[config.mk]
export PLATFORM = sky130hd
export DESIGN_NAME = scff_chain_ctrl_flat
export DESIGN_NICKNAME = d
export VERILOG_FILES = /design/src/rtl/scff_ctrl_pkg.sv /design/src/rtl/scff_chain_ctrl_if.sv /design/src/rtl/scff_crc16.sv /design/src/rtl/scff_chain_ctrl.sv /design/src/flat_wrapper.sv
export SDC_FILE = /design/constraint.sdc
export NUM_CORES = 1
export LEC_CHECK = 0
export ABC_AREA = 1
export CAP_MARGIN = 10
export CORE_MARGIN = 2
export CORE_UTILIZATION = 50
export CTS_CLUSTER_SIZE = 30
export DETAILED_ROUTE_END_ITERATION = 10
export PLACE_DENSITY = 0.77
export SETUP_SLACK_MARGIN = 0.05
export SYNTH_ARGS = -nofsm -noshare
export SYNTH_HDL_FRONTEND = slang
export SYNTH_SLANG_ARGS = --single-unit
[constraint.sdc]
create_clock -name prog_clk -period 3.1 [get_ports prog_clk]
set_clock_uncertainty 0.2 [all_clocks]
set_input_delay 0.465 -clock prog_clk [delete_from_list [all_inputs] [get_ports prog_clk]]
set_output_delay 0.465 -clock prog_clk [all_outputs]
set_load 0.05 [all_outputs]
[src/rtl/scff_ctrl_pkg.sv]
// scff_ctrl_pkg: shared states, mode codes and CRC-16-CCITT constants for the scan-chain sequencer
package scff_ctrl_pkg;

    typedef enum logic [2:0] {IDLE, LOAD, SHIFT, CLEAR, PROBE, RELEASE} state_t;

    localparam logic MODE_PROG = 1'b0;
    localparam logic MODE_TEST = 1'b1;

    localparam logic [15:0] CRC_POLY = 16'h1021;
    localparam logic [15:0] CRC_INIT = 16'hFFFF;

    function automatic logic [15:0] crc16_step(input logic [15:0] crc, input logic din);
        return {crc[14:0], 1'b0} ^ ((crc[15] ^ din) ? CRC_POLY : 16'h0000);
    endfunction

endpackage

[src/rtl/scff_chain_ctrl_if.sv]
// scff_chain_ctrl_if: command, bitstream handshake and status bundle between management side and sequencer
interface scff_chain_ctrl_if #(
    parameter int WORD_W = 32,
    parameter int CNT_W  = 11
);
    logic              cmd_start;
    logic              cmd_mode;
    logic [WORD_W-1:0] data_in;
    logic              data_valid;
    logic              data_ready;
    logic              busy;
    logic              done;
    logic              pass;
    logic [CNT_W-1:0]  shift_count;
    logic [15:0]       crc_out;

    modport master (
        output cmd_start, cmd_mode, data_in, data_valid,
        input  data_ready, busy, done, pass, shift_count, crc_out
    );

    modport slave (
        input  cmd_start, cmd_mode, data_in, data_valid,
        output data_ready, busy, done, pass, shift_count, crc_out
    );

endinterface

[src/rtl/scff_crc16.sv]
// scff_crc16: serial MSB-first CRC-16-CCITT over chain readback bits (built only with SCFF_CTRL_READBACK_EN)
`ifdef SCFF_CTRL_READBACK_EN
module scff_crc16
    import scff_ctrl_pkg::*;
(
    input  logic        prog_clk,
    input  logic        prog_resetb,
    input  logic        clr,
    input  logic        en,
    input  logic        din,
    output logic [15:0] crc
);

    always_ff @(posedge prog_clk or negedge prog_resetb)
        if (!prog_resetb) crc <= 16'h0000;
        else if (clr) crc <= CRC_INIT;
        else if (en) crc <= crc16_step(crc, din);

endmodule
`endif

[src/rtl/scff_chain_ctrl.sv]
// scff_chain_ctrl: programs the fabric scan chain from bitstream words or self-tests its length.
// Optional readback CRC of the old chain contents is enabled by SCFF_CTRL_READBACK_EN.
module scff_chain_ctrl
    import scff_ctrl_pkg::*;
#(
    parameter int CHAIN_LEN      = 1024,
    parameter int WORD_W         = 32,
    parameter int TIMEOUT_MARGIN = 16,
    parameter int RELEASE_CYCLES = 2,
    parameter int CNT_W          = $clog2(CHAIN_LEN + TIMEOUT_MARGIN + 1)
)(
    input  logic               prog_clk,
    input  logic               prog_resetb,
    scff_chain_ctrl_if.slave   bus,
    output logic               sc_head,
    output logic               sc_en,
    input  logic               sc_tail,
    output logic               greset
);

    localparam int BW = $clog2(WORD_W);
    localparam int RW = $clog2(RELEASE_CYCLES + 1);

    state_t            state;
    logic [WORD_W-1:0] word;
    logic [BW-1:0]     bit_cnt;
    logic [RW-1:0]     rel_cnt;
    logic [CNT_W-1:0]  cnt;
    logic [CNT_W-1:0]  cnt_inc;
    logic              data_ready;
    logic              busy;
    logic              done;
    logic              pass;

    assign cnt_inc         = cnt + CNT_W'(1);
    assign bus.data_ready  = data_ready;
    assign bus.busy        = busy;
    assign bus.done        = done;
    assign bus.pass        = pass;
    assign bus.shift_count = cnt;

    // sc_en is high for every cycle spent in SHIFT/CLEAR/PROBE, so each edge there is a shift edge
    always_ff @(posedge prog_clk or negedge prog_resetb)
        if (!prog_resetb) begin
            state      <= IDLE;
            word       <= '0;
            bit_cnt    <= '0;
            rel_cnt    <= '0;
            cnt        <= '0;
            data_ready <= 1'b0;
            sc_head    <= 1'b0;
            sc_en      <= 1'b0;
            greset     <= 1'b1;
            busy       <= 1'b0;
            done       <= 1'b0;
            pass       <= 1'b0;
        end else begin
            case (state)
                IDLE:
                    if (bus.cmd_start) begin
                        done   <= 1'b0;
                        pass   <= 1'b0;
                        cnt    <= '0;
                        busy   <= 1'b1;
                        greset <= 1'b1;
                        if (bus.cmd_mode == MODE_PROG) begin
                            state      <= LOAD;
                            data_ready <= 1'b1;
                        end else begin
                            state   <= CLEAR;
                            sc_en   <= 1'b1;
                            sc_head <= 1'b0;
                        end
                    end
                LOAD:
                    if (bus.data_valid) begin
                        state      <= SHIFT;
                        data_ready <= 1'b0;
                        word       <= bus.data_in >> 1;
                        sc_head    <= bus.data_in[0];
                        sc_en      <= 1'b1;
                        bit_cnt    <= '0;
                    end
                SHIFT: begin
                    cnt <= cnt_inc;
                    if (cnt_inc == CNT_W'(CHAIN_LEN)) begin
                        state   <= RELEASE;
                        pass    <= 1'b1;
                        sc_en   <= 1'b0;
                        sc_head <= 1'b0;
                        rel_cnt <= '0;
                    end else if (bit_cnt == BW'(WORD_W - 1)) begin
                        state      <= LOAD;
                        data_ready <= 1'b1;
                        sc_en      <= 1'b0;
                        sc_head    <= 1'b0;
                    end else begin
                        sc_head <= word[0];
                        word    <= word >> 1;
                        bit_cnt <= bit_cnt + BW'(1);
                    end
                end
                CLEAR:
                    if (cnt_inc == CNT_W'(CHAIN_LEN)) begin
                        state   <= PROBE;
                        cnt     <= '0;
                        sc_head <= 1'b1;
                    end else cnt <= cnt_inc;
                // a tail hit at cnt==0 is stuck-at-1 and can never equal CHAIN_LEN, so it fails naturally
                PROBE:
                    if (sc_tail || cnt == CNT_W'(CHAIN_LEN + TIMEOUT_MARGIN)) begin
                        state   <= RELEASE;
                        pass    <= sc_tail && (cnt == CNT_W'(CHAIN_LEN));
                        sc_en   <= 1'b0;
                        sc_head <= 1'b0;
                        rel_cnt <= '0;
                    end else begin
                        cnt     <= cnt_inc;
                        sc_head <= 1'b0;
                    end
                RELEASE:
                    if (rel_cnt == RW'(RELEASE_CYCLES - 1)) begin
                        state  <= IDLE;
                        greset <= ~pass;
                        done   <= 1'b1;
                        busy   <= 1'b0;
                    end else rel_cnt <= rel_cnt + RW'(1);
                default: state <= IDLE;
            endcase
        end

`ifdef SCFF_CTRL_READBACK_EN
    logic [15:0] crc;

    scff_crc16 u_crc (
        .prog_clk    (prog_clk),
        .prog_resetb (prog_resetb),
        .clr         (state == IDLE && bus.cmd_start),
        .en          (state == SHIFT),
        .din         (sc_tail),
        .crc         (crc)
    );

    assign bus.crc_out = crc;
`else
    assign bus.crc_out = 16'h0000;
`endif

endmodule

[src/flat_wrapper.sv]
// flat-port wrapper written by rule: the top's interface ports become plain ports
module scff_chain_ctrl_flat import scff_ctrl_pkg::*;
#(
    parameter int CHAIN_LEN      = 1024,
    parameter int WORD_W         = 32,
    parameter int TIMEOUT_MARGIN = 16,
    parameter int RELEASE_CYCLES = 2,
    parameter int CNT_W          = $clog2(CHAIN_LEN + TIMEOUT_MARGIN + 1)
)
  (prog_clk, prog_resetb, sc_head, sc_en, sc_tail, greset, bus_cmd_start, bus_cmd_mode, bus_data_in, bus_data_valid, bus_data_ready, bus_busy, bus_done, bus_pass, bus_shift_count, bus_crc_out);
  scff_chain_ctrl_if #(.WORD_W(WORD_W), .CNT_W(CNT_W)) bus_i ();
  input  logic prog_clk;
  input  logic prog_resetb;
  output logic sc_head;
  output logic sc_en;
  input  logic sc_tail;
  output logic greset;
  input wire logic [$bits(bus_i.cmd_start)-1:0] bus_cmd_start;
  input wire logic [$bits(bus_i.cmd_mode)-1:0] bus_cmd_mode;
  input wire logic [$bits(bus_i.data_in)-1:0] bus_data_in;
  input wire logic [$bits(bus_i.data_valid)-1:0] bus_data_valid;
  output wire logic [$bits(bus_i.data_ready)-1:0] bus_data_ready;
  output wire logic [$bits(bus_i.busy)-1:0] bus_busy;
  output wire logic [$bits(bus_i.done)-1:0] bus_done;
  output wire logic [$bits(bus_i.pass)-1:0] bus_pass;
  output wire logic [$bits(bus_i.shift_count)-1:0] bus_shift_count;
  output wire logic [$bits(bus_i.crc_out)-1:0] bus_crc_out;
  assign bus_i.cmd_start = bus_cmd_start;
  assign bus_i.cmd_mode = bus_cmd_mode;
  assign bus_i.data_in = bus_data_in;
  assign bus_i.data_valid = bus_data_valid;
  assign bus_data_ready = bus_i.data_ready;
  assign bus_busy = bus_i.busy;
  assign bus_done = bus_i.done;
  assign bus_pass = bus_i.pass;
  assign bus_shift_count = bus_i.shift_count;
  assign bus_crc_out = bus_i.crc_out;
  scff_chain_ctrl #(.CHAIN_LEN(CHAIN_LEN), .WORD_W(WORD_W), .TIMEOUT_MARGIN(TIMEOUT_MARGIN), .RELEASE_CYCLES(RELEASE_CYCLES), .CNT_W(CNT_W)) u_core (.prog_clk(prog_clk), .prog_resetb(prog_resetb), .bus(bus_i), .sc_head(sc_head), .sc_en(sc_en), .sc_tail(sc_tail), .greset(greset));
endmodule
==> results.md <==
* Post-synth EDFFs at 0
* Most instantiated cells after synthesis: 134 x nand2_1, 74 x inv_1, 58 x dfrtp_1
* P_leak at 2.169 nW
* GR Overflow Total at 0
* Die width at between 90 and 100 µm
* Ports at 72
* Non-Filler Instances at 667
* PostCTS Resize Cnt at 0
* Max Root-Sink Buffers at 2
* Mapped Cells at 510
* Share of flip-flops with an asynchronous set or reset at 100.0%
* Count leader, synth: nand2_1
* Final worst-path cycle share at 81.16%
* Cell Chain, Critical Path: ha_1 > nand3_2 > nor2_4 > nand3_1 > nand2_2 > nor2_4 > nand4_4 > nand2_4 > inv_4 > buf_12 > nand2_1 > o21ai_2
* Yosys warns at 0
* Tmin final at 2.516 ns
* Fmax at between 300 and 400 MHz
* Final hold vios at 0
* Die height at approximately 90 µm
* Filler cells at between 600 and 700
* DR WL/cell at around 12 µm
* Maximum number of pins on one net before global-route repair at 63
* Reg2Reg Depth at 12
* Syn avg cell area at 7.394 µm²
* Multi-input logic area at 1831 µm²
* HPWL after DPL at approximately 6000 µm
* ANT nets after route at 0
* WHS at 0.04174 ns
* First-pass GRT wire length at between 10000 and 15000 µm
* Setup bufs post-CTS at 0
* Critical Path AT at 2.59 ns
* Final WL at 7972 µm
* Crit path buf inv count at 2
* Critical path capture point type: flop
* Post-Syn Area at 3771 µm²
* Max Cap Viol at 0
* Power Dens Cells at 904.8 nW/µm²
* Worst r2r dst: u_core.word[17]
* Reg2reg start: u_core.bus.shift_count[0]
* PortBufs at 55
* Cts hold-fix bufs at 0
* Std-Cell Rows at 31
* Slew HR at 50.54%
* Max VDD drop at 0.0004035 V
* Worst min-delay path class: in2async
* Crit path max-delay cell type: dfrtp_1
* Area contributors post-synth: dfrtp_1 38%, nand2_1 13%, inv_1 7.4%
* # DRC at 0
* GPL Wtd Cong at 0.9010
* CP Class: reg2reg
* Layout area overhead at 19.28%
* Setup repair after global routing missed its margin: no
* GRT Resource Usage Total at 20.38%
* Synth area leader: dfrtp_1
* CP Depth at 12
* Final setup viols at 0
* Clock root buffer master: clkbuf_8
* Layout cells sized above 1 at 15.85%
* Worst setup endpoint: u_core.word[17]
* Via count at 3267
* Delay-heaviest family, CP: simple AND/OR/NAND/NOR gates
* TNS Setup at 0 ns
* Sequential share of the synthesized area at between 30% and 40%
* Status: finished clean
* Diode count at 0
* Worst skew pair latency at 0.35 ns
* Storage cell area at 1478 µm²
* Initial antenna violation count at 0
* Yosys top cell area share at 38.49%
* Iteration count of the initial detailed-routing pass at 5
* Max Slew Vio Count at 0
* Synth Register Bits at 59
* Worst-Margin Slew at roughly 0.74 ns
* CTS tree: yes
* NumNets Final at 606
* Worst-path clk slew at 0.08 ns
* Die area at 8253 µm²
* Max stage delay on crit path at 0.44 ns
* CP max FO at 36
* Via density at ~4.9
* Sink Count at 59
* Cell Count Post-Placement at 651
* CTS Buf Count at 9
* Most Frequent Cell on Critical Path: nor2_4
* CTS H-Tree Depth at 3
* CORE AREA at ~7300 µm²
* Critical path startpoint category: flop
* DR iter-0 viols at 230
* Post-synth top flop: dfrtp_1
* CP startpoint: u_core.bus.shift_count[0]
* Vias in the first global route at 3091
* Initial Util at 51.72%
* Cell variety after synth at 36
* Crit path required time at around 3.2 ns
* R2R setup slack at just under 0.6 ns
## report_power, final
part | internal (mW) | switching (mW) | total [mW]
combinational | 0.723 | 1.48 | 2.20
clock | 0.316 | 0.338 | 0.654
sequential | 1.07 | 0.145 | 1.22
total | 2.11 | 1.96 | 4.07
## registers in the layout, summed over array words and instances, names as in the netlist
signal,count
u_core.bit_cnt,5
u_core.bus.busy,1
u_core.bus.data_ready,1
u_core.bus.done,1
u_core.bus.pass,1
u_core.bus.shift_count,11
u_core.greset,1
u_core.rel_cnt,2
u_core.sc_en,1
u_core.sc_head,1
u_core.state,3
u_core.word,31
## per-stage QoR
| step | cell area [µm²] | total power, mW | worst slack [ns] | utilization (%) |
|---|---|---|---|---|
| CTS | 4498 | 4.100 | 0.5743 | 61.69 |
| floorplan | 3827 | 3.044 | 0.6884 | - |
| detailed placement | 4312 | 3.432 | 0.5982 | 59.13 |
| global placement | 4312 | 3.348 | 0.6655 | 59.13 |
| finish | 4498 | 4.070 | 0.5841 | 61.69 |
| global route | 4498 | 4.429 | 0.3948 | 61.69 |
## worst min path at each step
| stage | depth (start not counted) | from | slack [ns] | to |
|---|---|---|---|---|
| 5_1_grt | 2 | prog_resetb | 0.11 | u_core.bus.shift_count[0] |
| 3_3_place_gp | 1 | u_core.bus.pass | 0.23 | u_core.greset |
| 2_1_floorplan | 0 | prog_resetb | -0.03 | u_core.bit_cnt[0] |
| 4_1_cts | 2 | prog_resetb | 0.09 | u_core.bus.shift_count[0] |
| 6_report | 2 | prog_resetb | 0.04 | u_core.bus.shift_count[5] |
| 3_5_place_dp | 1 | u_core.bus.pass | 0.23 | u_core.greset |
## final cells by class
class	instances	share of cell area, %
flip-flops and latches	59	32.85
well taps	99	2.754
clock inverters	6	1.085
multi-input cells	356	40.70
clock buffers	10	3.060
repair buffers	58	12.91
inverters	79	6.648
## per-layer routing
metal	track usage (%)	wire length [µm]	part of all wire, %
met1	25.16	3564	45
met2	34.58	3852	48
met3	3.840	387	4.9
met4	9.343	168	2.1
met5	0	0	0
## logic make-up (layout without fill, tap and decap cells)
family                   count (synthesis)  in the layout  synth area share [%]
AND/OR/NAND/NOR                        238            238                 28.57
buffers and inverters                  110            153                 13.84
AO/OA/AOI/OAI                           96             96                 16.42
XOR/XNOR                                 1              1                0.2323
other                                    1             16               0.09944
adder cells (fa/ha/maj)                  5              5                 1.659
flip-flops                              59             59                 39.18
## cell usage in the layout (no fill, tap or decap), types with 2 or more instances in the layout
master | netlist | layout
o21ai_2 | 31 | 31
ha_1 | 5 | 5
o21ai_1 | 13 | 13
nand4_1 | 5 | 5
nor2_4 | 4 | 4
clkinvlp_4 | 0 | 3
clkdlybuf4s50_1 | 0 | 54
nand2_1 | 134 | 133
dfrtp_1 | 58 | 58
clkinv_4 | 0 | 2
inv_2 | 4 | 4
conb_1 | 1 | 16
buf_4 | 16 | 2
nor2_1 | 35 | 35
or2_2 | 2 | 2
nand2_2 | 15 | 16
nand3_2 | 3 | 3
nor2_2 | 4 | 4
nand3_1 | 32 | 32
inv_1 | 74 | 74
a21oi_1 | 4 | 4
clkbuf_8 | 0 | 10
o21ai_0 | 42 | 42
No activity file was read; power rests on OpenSTA's default activity.
==> variant 1, RTL diff (same settings) <==
Build with the macro `SCFF_CTRL_READBACK_EN` defined.
--- a/src/rtl/scff_crc16.sv
+++ b/src/rtl/scff_crc16.sv
@@ -1,4 +1,6 @@
 // scff_crc16: serial MSB-first CRC-16-CCITT over chain readback bits (built only with SCFF_CTRL_READBACK_EN)
+`define SCFF_CTRL_READBACK_EN
+
 `ifdef SCFF_CTRL_READBACK_EN
 module scff_crc16
     import scff_ctrl_pkg::*;
Behaviour: not the same (a bounded check fails within 4 cycles, from zero or initial values and one cycle with prog_resetb low).
==> variant 1 against the unedited design <==
  * Cell area increased by 16%
  * Wire length grew 14%
  * Sequential share of layout area increased by 3.0 points
  * First-iteration DRC count is 11% lower
  * Worst setup slack gained 0.081 ns
  * Synthesized area increased by 12%
  * Via count is 11% higher
  * Largest power group unchanged
  * Final cell count grew 7.6%
  * Critical path type unchanged
  * Sequential cell count grew 16
  * Critical endpoint is now u_core.word[27]
  * Power up 42%
  * Combinational power rose by 47%
  * Global-route usage increased by 1.2 points
  * Highest routed layer unchanged
==> variant 1: results (changes against the unedited design) <==
- Via count: 3628 (+11%)
- Antenna violations before repair: 0 (unchanged)
- Post-DP HPWL: 6.40 mm (+9.5%)
- Crit path DAT: 2.50 ns (-0.09 ns)
- Ant. Diodes: 0 (unchanged)
- Final std cells w/o fill: 718 (+7.6%)
- Number of global-route vias before repair: 3464 (+12%)
- Cell family with most CP delay: buffers and inverters
- Max FO, Critical Path: 20 (-44%)
- P_leak: 2.46 nW (+13%)
- DP Area: 5010 sq um (+16%)
- GRT met3 Usage: 4.15% (+0.31 points)
- Initial DRC Count: 205 (-11%)
- Largest reg by FF count: u_core.word
- Reg2reg start: u_core.state[2]
- Status: finished, final reports clean
- Most used flip-flop cell after synthesis: dfrtp_1
- Largest net degree at the start of global routing: 85 (+35%)
- DR WL met2: 4.40 mm (+14%)
- Synth Warn #: 0 (unchanged)
- Share of cells above drive strength 1: 16.3% (+0.47 points)
- Crit-path max cell delay: 0.48 ns (+0.04 ns)
- Sequential area share after synthesis: 44.3% (+5.1 points)
- H-tree depth: 3 (unchanged)
- Met2 Usage GRT: 34.0% (-0.61 points)
- Pre-CTS setup slack: 0.559 ns (-0.0389 ns)
- First-pass DRT Iterations: 4 (-1)
- FILL cells: 731 (+12%)
- Synth top area cells: dfrtp_1 44%, nand2_1 13%, o21ai_2 6.4%
- Worst slew margin: 37.0% (-14 points)
- Clock buffer depth: 2 (unchanged)
- Peak VDD IR: 0.854 mV (+110%)
- Routing usage on met1: 29.9% (+4.8 points)
- Post-CTS Setup Bufs: 0 (unchanged)
- Met3 wire length: 411 um (+6.2%)
- Async SR Flop Fraction: 100% (unchanged)
- DRT Wirelength: 9.07 mm (+14%)
- Root buffer cell: clkbuf_8
- CP startpoint: u_core.state[2]
- Number of buffers added on ports: 71 (+29%)
- Worst Hold Class: input port to asynchronous set/reset pin
- Nets: 651 (+7.4%)
- Crit-path slowest cell: dfrtp_1
- M1 WL: 4.16 mm (+17%)
- Resize count post-CTS: 0 (unchanged)
- GRT Util Overall: 21.6% (+1.2 points)
- Syn_area_per_cell: 7.85 sq um (+6.2%)
- Most common library cells after synthesis: 144 x nand2_1, 74 x dfrtp_1, 67 x inv_1, 51 x o21ai_0, 34 x nand3_1
- Placed Instances: 702 (+7.8%)
- CTS buffer count: 9 (unchanged)
- RePlAce Congestion: 0.873 (-3.1%)
- First-pass GRT wire length: 15.6 mm (+15%)
- Most frequent CP cell: nand2_2
- Top Layer Used: met4
- Detail Route Antenna Nets: 0 (unchanged)
- Worst Reg2Reg Path Length in Cells: 10 (-2)
- Syn nets: 583
- Yosys cell types: 35 (-2.8%)
- Pwr/cell area: 1100 nW/um^2 (+22%)
## variant 1: cell types whose count changed in the layout (fill, tap and decap cells not counted), moves of 7 or more
cell             change
o21ai_0              +9
conb_1              -16
inv_1                -7
nand2_1             +11
dfrtp_1             +16
clkdlybuf4s50_1     +16
nand2_2             +17
o211ai_1             +8
o21ai_1             -10
## variant 1: worst register-to-register path, delay by kind of cell, from the launching register on
| family | cells | cell delay (ns) |
|---|---|---|
| AO/OA/AOI/OAI | 3 | 0.47 |
| buffers and inverters | 3 | 0.75 |
| flip-flops | 1 | 0.48 |
| AND/OR/NAND/NOR | 4 | 0.47 |
## variant 1: area by class of cell
| class | count | area share (%) |
|---|---|---|
| clock inverters | 3 | 1.31 |
| clock buffers | 13 | 3.03 |
| well taps | 105 | 2.51 |
| repair buffers | 75 | 14.3 |
| inverters | 71 | 5.16 |
| flip-flops and latches | 75 | 35.9 |
| multi-input cells | 376 | 37.8 |
## variant 1: kinds of logic after synthesis
| family | count (synthesis) | synth area share (%) |
|---|---|---|
| flops | 75 | 44.3 |
| xor+xnor | 5 | 1.03 |
| buf+inv | 89 | 9.06 |
| simple gates | 266 | 29.0 |
| compound gates | 100 | 15.2 |
| fa+ha+maj | 5 | 1.47 |
## variant 1: worst paths after layout
| kind | slack, ns | end |
|---|---|---|
| max in group asynchronous | 2.02 | u_core.u_crc.crc[1] |
| min reg2reg | 0.28 | u_core.rel_cnt[1] |
| min in group prog_clk | 0.28 | u_core.rel_cnt[1] |
| max | 0.66 | u_core.word[27] |
| max reg2reg | 0.66 | u_core.word[27] |
| min | 0.01 | u_core.bus.shift_count[6] |
## variant 1: power by group
group | total, W | switching (W) | internal, W
Sequential | 0.00166 | 0.000250 | 0.00141
Clock | 0.000859 | 0.000358 | 0.000502
Combinational | 0.00324 | 0.00216 | 0.00108
==> variant 2, RTL diff (same flow settings) <==
Made on the original files. Compare `cnt` against `CNT_W'(CHAIN_LEN)` with >= in place of ==. Comments in the files are not updated.
--- a/src/rtl/scff_chain_ctrl.sv
+++ b/src/rtl/scff_chain_ctrl.sv
@@ -110,7 +110,7 @@
                 PROBE:
                     if (sc_tail || cnt == CNT_W'(CHAIN_LEN + TIMEOUT_MARGIN)) begin
                         state   <= RELEASE;
-                        pass    <= sc_tail && (cnt == CNT_W'(CHAIN_LEN));
+                        pass    <= sc_tail && (cnt >= CNT_W'(CHAIN_LEN));
                         sc_en   <= 1'b0;
                         sc_head <= 1'b0;
                         rel_cnt <= '0;
Function: no difference found for any inputs over 10 cycles, from zero or initial values and one cycle with prog_resetb low; that may be too few to reach the edited logic, so the function may still have changed.
==> variant 2 against the unedited design <==
  * Synthesized area down 2.9%
  * Via count up 9.8%
  * Critical path depth down 1
  * Power up 0.98%
  * Final cell count up 6.0%
  * First-iteration DRC count down 15%
  * Sequential cell count unchanged
  * Core utilization up 0.53 points
  * Wire length up 6.6%
  * Worst setup slack worse by 0.032 ns
  * Cell area down 0.75%
  * Highest routed layer unchanged
==> variant 2: results (changes against the unedited design) <==
- Status: finished, final reports clean
- Worst Hold Class: flop to flop
- Max FO, Critical Path: 14 (-61%)
- Reg2reg end: u_core.bit_cnt[2]
- WHS Endpoint: u_core.word[8]
- DP Area: 4240 sq um (-1.8%)
- Synth top area cells: dfrtp_1 40%, nand2_1 26%, nand3_1 9.3%
- First-pass DRT Iterations: 5 (unchanged)
- WHS Path Cells: 2
- Peak VDD IR: 0.610 mV (+51%)
- Hold Crit Start: u_core.word[8]
- Max FFs per register: 31 (unchanged)
- FILL cells: 660 (+0.92%)
- Met2 Usage GRT: 38.6% (+4.1 points)
- Resize count post-CTS: 0 (unchanged)
- Share of cells above drive strength 1: 6.09% (-9.8 points)
- Routing usage on met1: 31.4% (+6.2 points)
- Clock buffer depth: 2 (unchanged)
- Final std cells w/o fill: 707 (+6.0%)
- Worst Reg2Reg Path Length in Cells: 11 (-1)
- Worst-Skew Late Latency: 0.33 ns (-0.02 ns)
- M1 WL: 3.72 mm (+4.3%)
- First-pass GRT wire length: 14.7 mm (+8.7%)
- Crit Path Class: flop to flop
- RePlAce Congestion: 1.00 (+11%)
- Reg2reg start: u_core.bus.shift_count[1]
- Post-CTS Setup Bufs: 0 (unchanged)
- Root buffer cell: clkbuf_8
- CTS buffer count: 9 (unchanged)
- P_leak: 2.38 nW (+9.6%)
- Top Layer Used: met4
- Number of global-route vias before repair: 3253 (+5.2%)
- GRT met3 Usage: 5.12% (+1.3 points)
- Largest net degree at the start of global routing: 34 (-46%)
- Met3 wire length: 601 um (+55%)
- Ant. Diodes: 0 (unchanged)
- Placed Instances: 690 (+6.0%)
- Yosys cell types: 30 (-17%)
- DRT Wirelength: 8.50 mm (+6.6%)
- Final hold violation count: 0 (unchanged)
- Async SR Flop Fraction: 100% (unchanged)
- DR WL met2: 4.06 mm (+5.5%)
- Synth Instances: 550 (+7.8%)
- R2r setup slk: 0.55 ns (-0.03 ns)
- Initial DRC Count: 196 (-15%)
- GRT Util Overall: 23.4% (+3.0 points)
- Crit-path max cell delay: 0.42 ns (-0.02 ns)
- Nets: 646 (+6.6%)
- Crit path DAT: 2.56 ns (-0.03 ns)
- Post-DP HPWL: 6.02 mm (+3.0%)
- Most common library cells after synthesis: 252 x nand2_1, 68 x nand3_1, 58 x dfrtp_1, 43 x inv_1, 31 x nor2_1
- Crit-path slowest cell: dfrtp_1
- Worst slew margin: 51.7% (+1.1 points)
- Via count: 3586 (+9.8%)
- Worst-path clk slew: 0.07 ns
- Sequential area share after synthesis: 40.3% (+1.2 points)
- Antenna violations before repair: 0 (unchanged)
==> variant 2: cell count changes after synthesis, moves of 5 or more <==
cell | before | now
nand2_1 | 134 | 252
nand3_1 | 32 | 68
inv_1 | 74 | 43
o21ai_2 | 31 | 0
o21ai_0 | 42 | 20
nand2_2 | 15 | 0
o21ai_1 | 13 | 0
clkbuf_1 | 7 | 12
==> variant 2: timing repair <==
item	4_1_cts	5_1_grt
hold buffers	1	0
setup endpoints to repair	0	0
endpoints found under the hold margin	8	0
==> variant 2: kinds of logic after synthesis <==
group                    Yosys count  share of synthesized area [%]
AO/OA/AOI/OAI                     33                           5.19
XOR/XNOR                           1                          0.239
adder cells (fa/ha/maj)            5                           1.71
buffers and inverters             81                           10.7
flip-flops                        59                           40.3
other                              1                          0.102
AND/OR/NAND/NOR                  370                           41.7
==> variant 2: area by class of cell <==
type / instances / area (sq um) / share of cell area, %
repair buffers: 64 / 628 / 14.1
multi-input cells: 425 / 1850 / 41.5
flip-flops and latches: 59 / 1480 / 33.1
well taps: 99 / 124 / 2.77
inverters: 44 / 165 / 3.70
clock inverters: 4 / 73.8 / 1.65
clock buffers: 12 / 145 / 3.25
==> variant 2: stage by stage <==
stage | hold WS (ns) | setup slack (ns) | total power [W]
after global placement | 0.253 | 0.670 | 0.00329
after CTS | 0.275 | 0.576 | 0.00414
final | 0.270 | 0.552 | 0.00411
after floorplan | -0.0306 | 0.680 | 0.00284
after detailed placement | 0.259 | 0.589 | 0.00335
after global routing | 0.291 | 0.250 | 0.00451
==> variant 2: report_power, final <==
part           total, W  internal [W]  switching (W)
logic           0.00206      0.000670        0.00139
clock network  0.000775      0.000475       0.000300
registers       0.00127       0.00107       0.000197
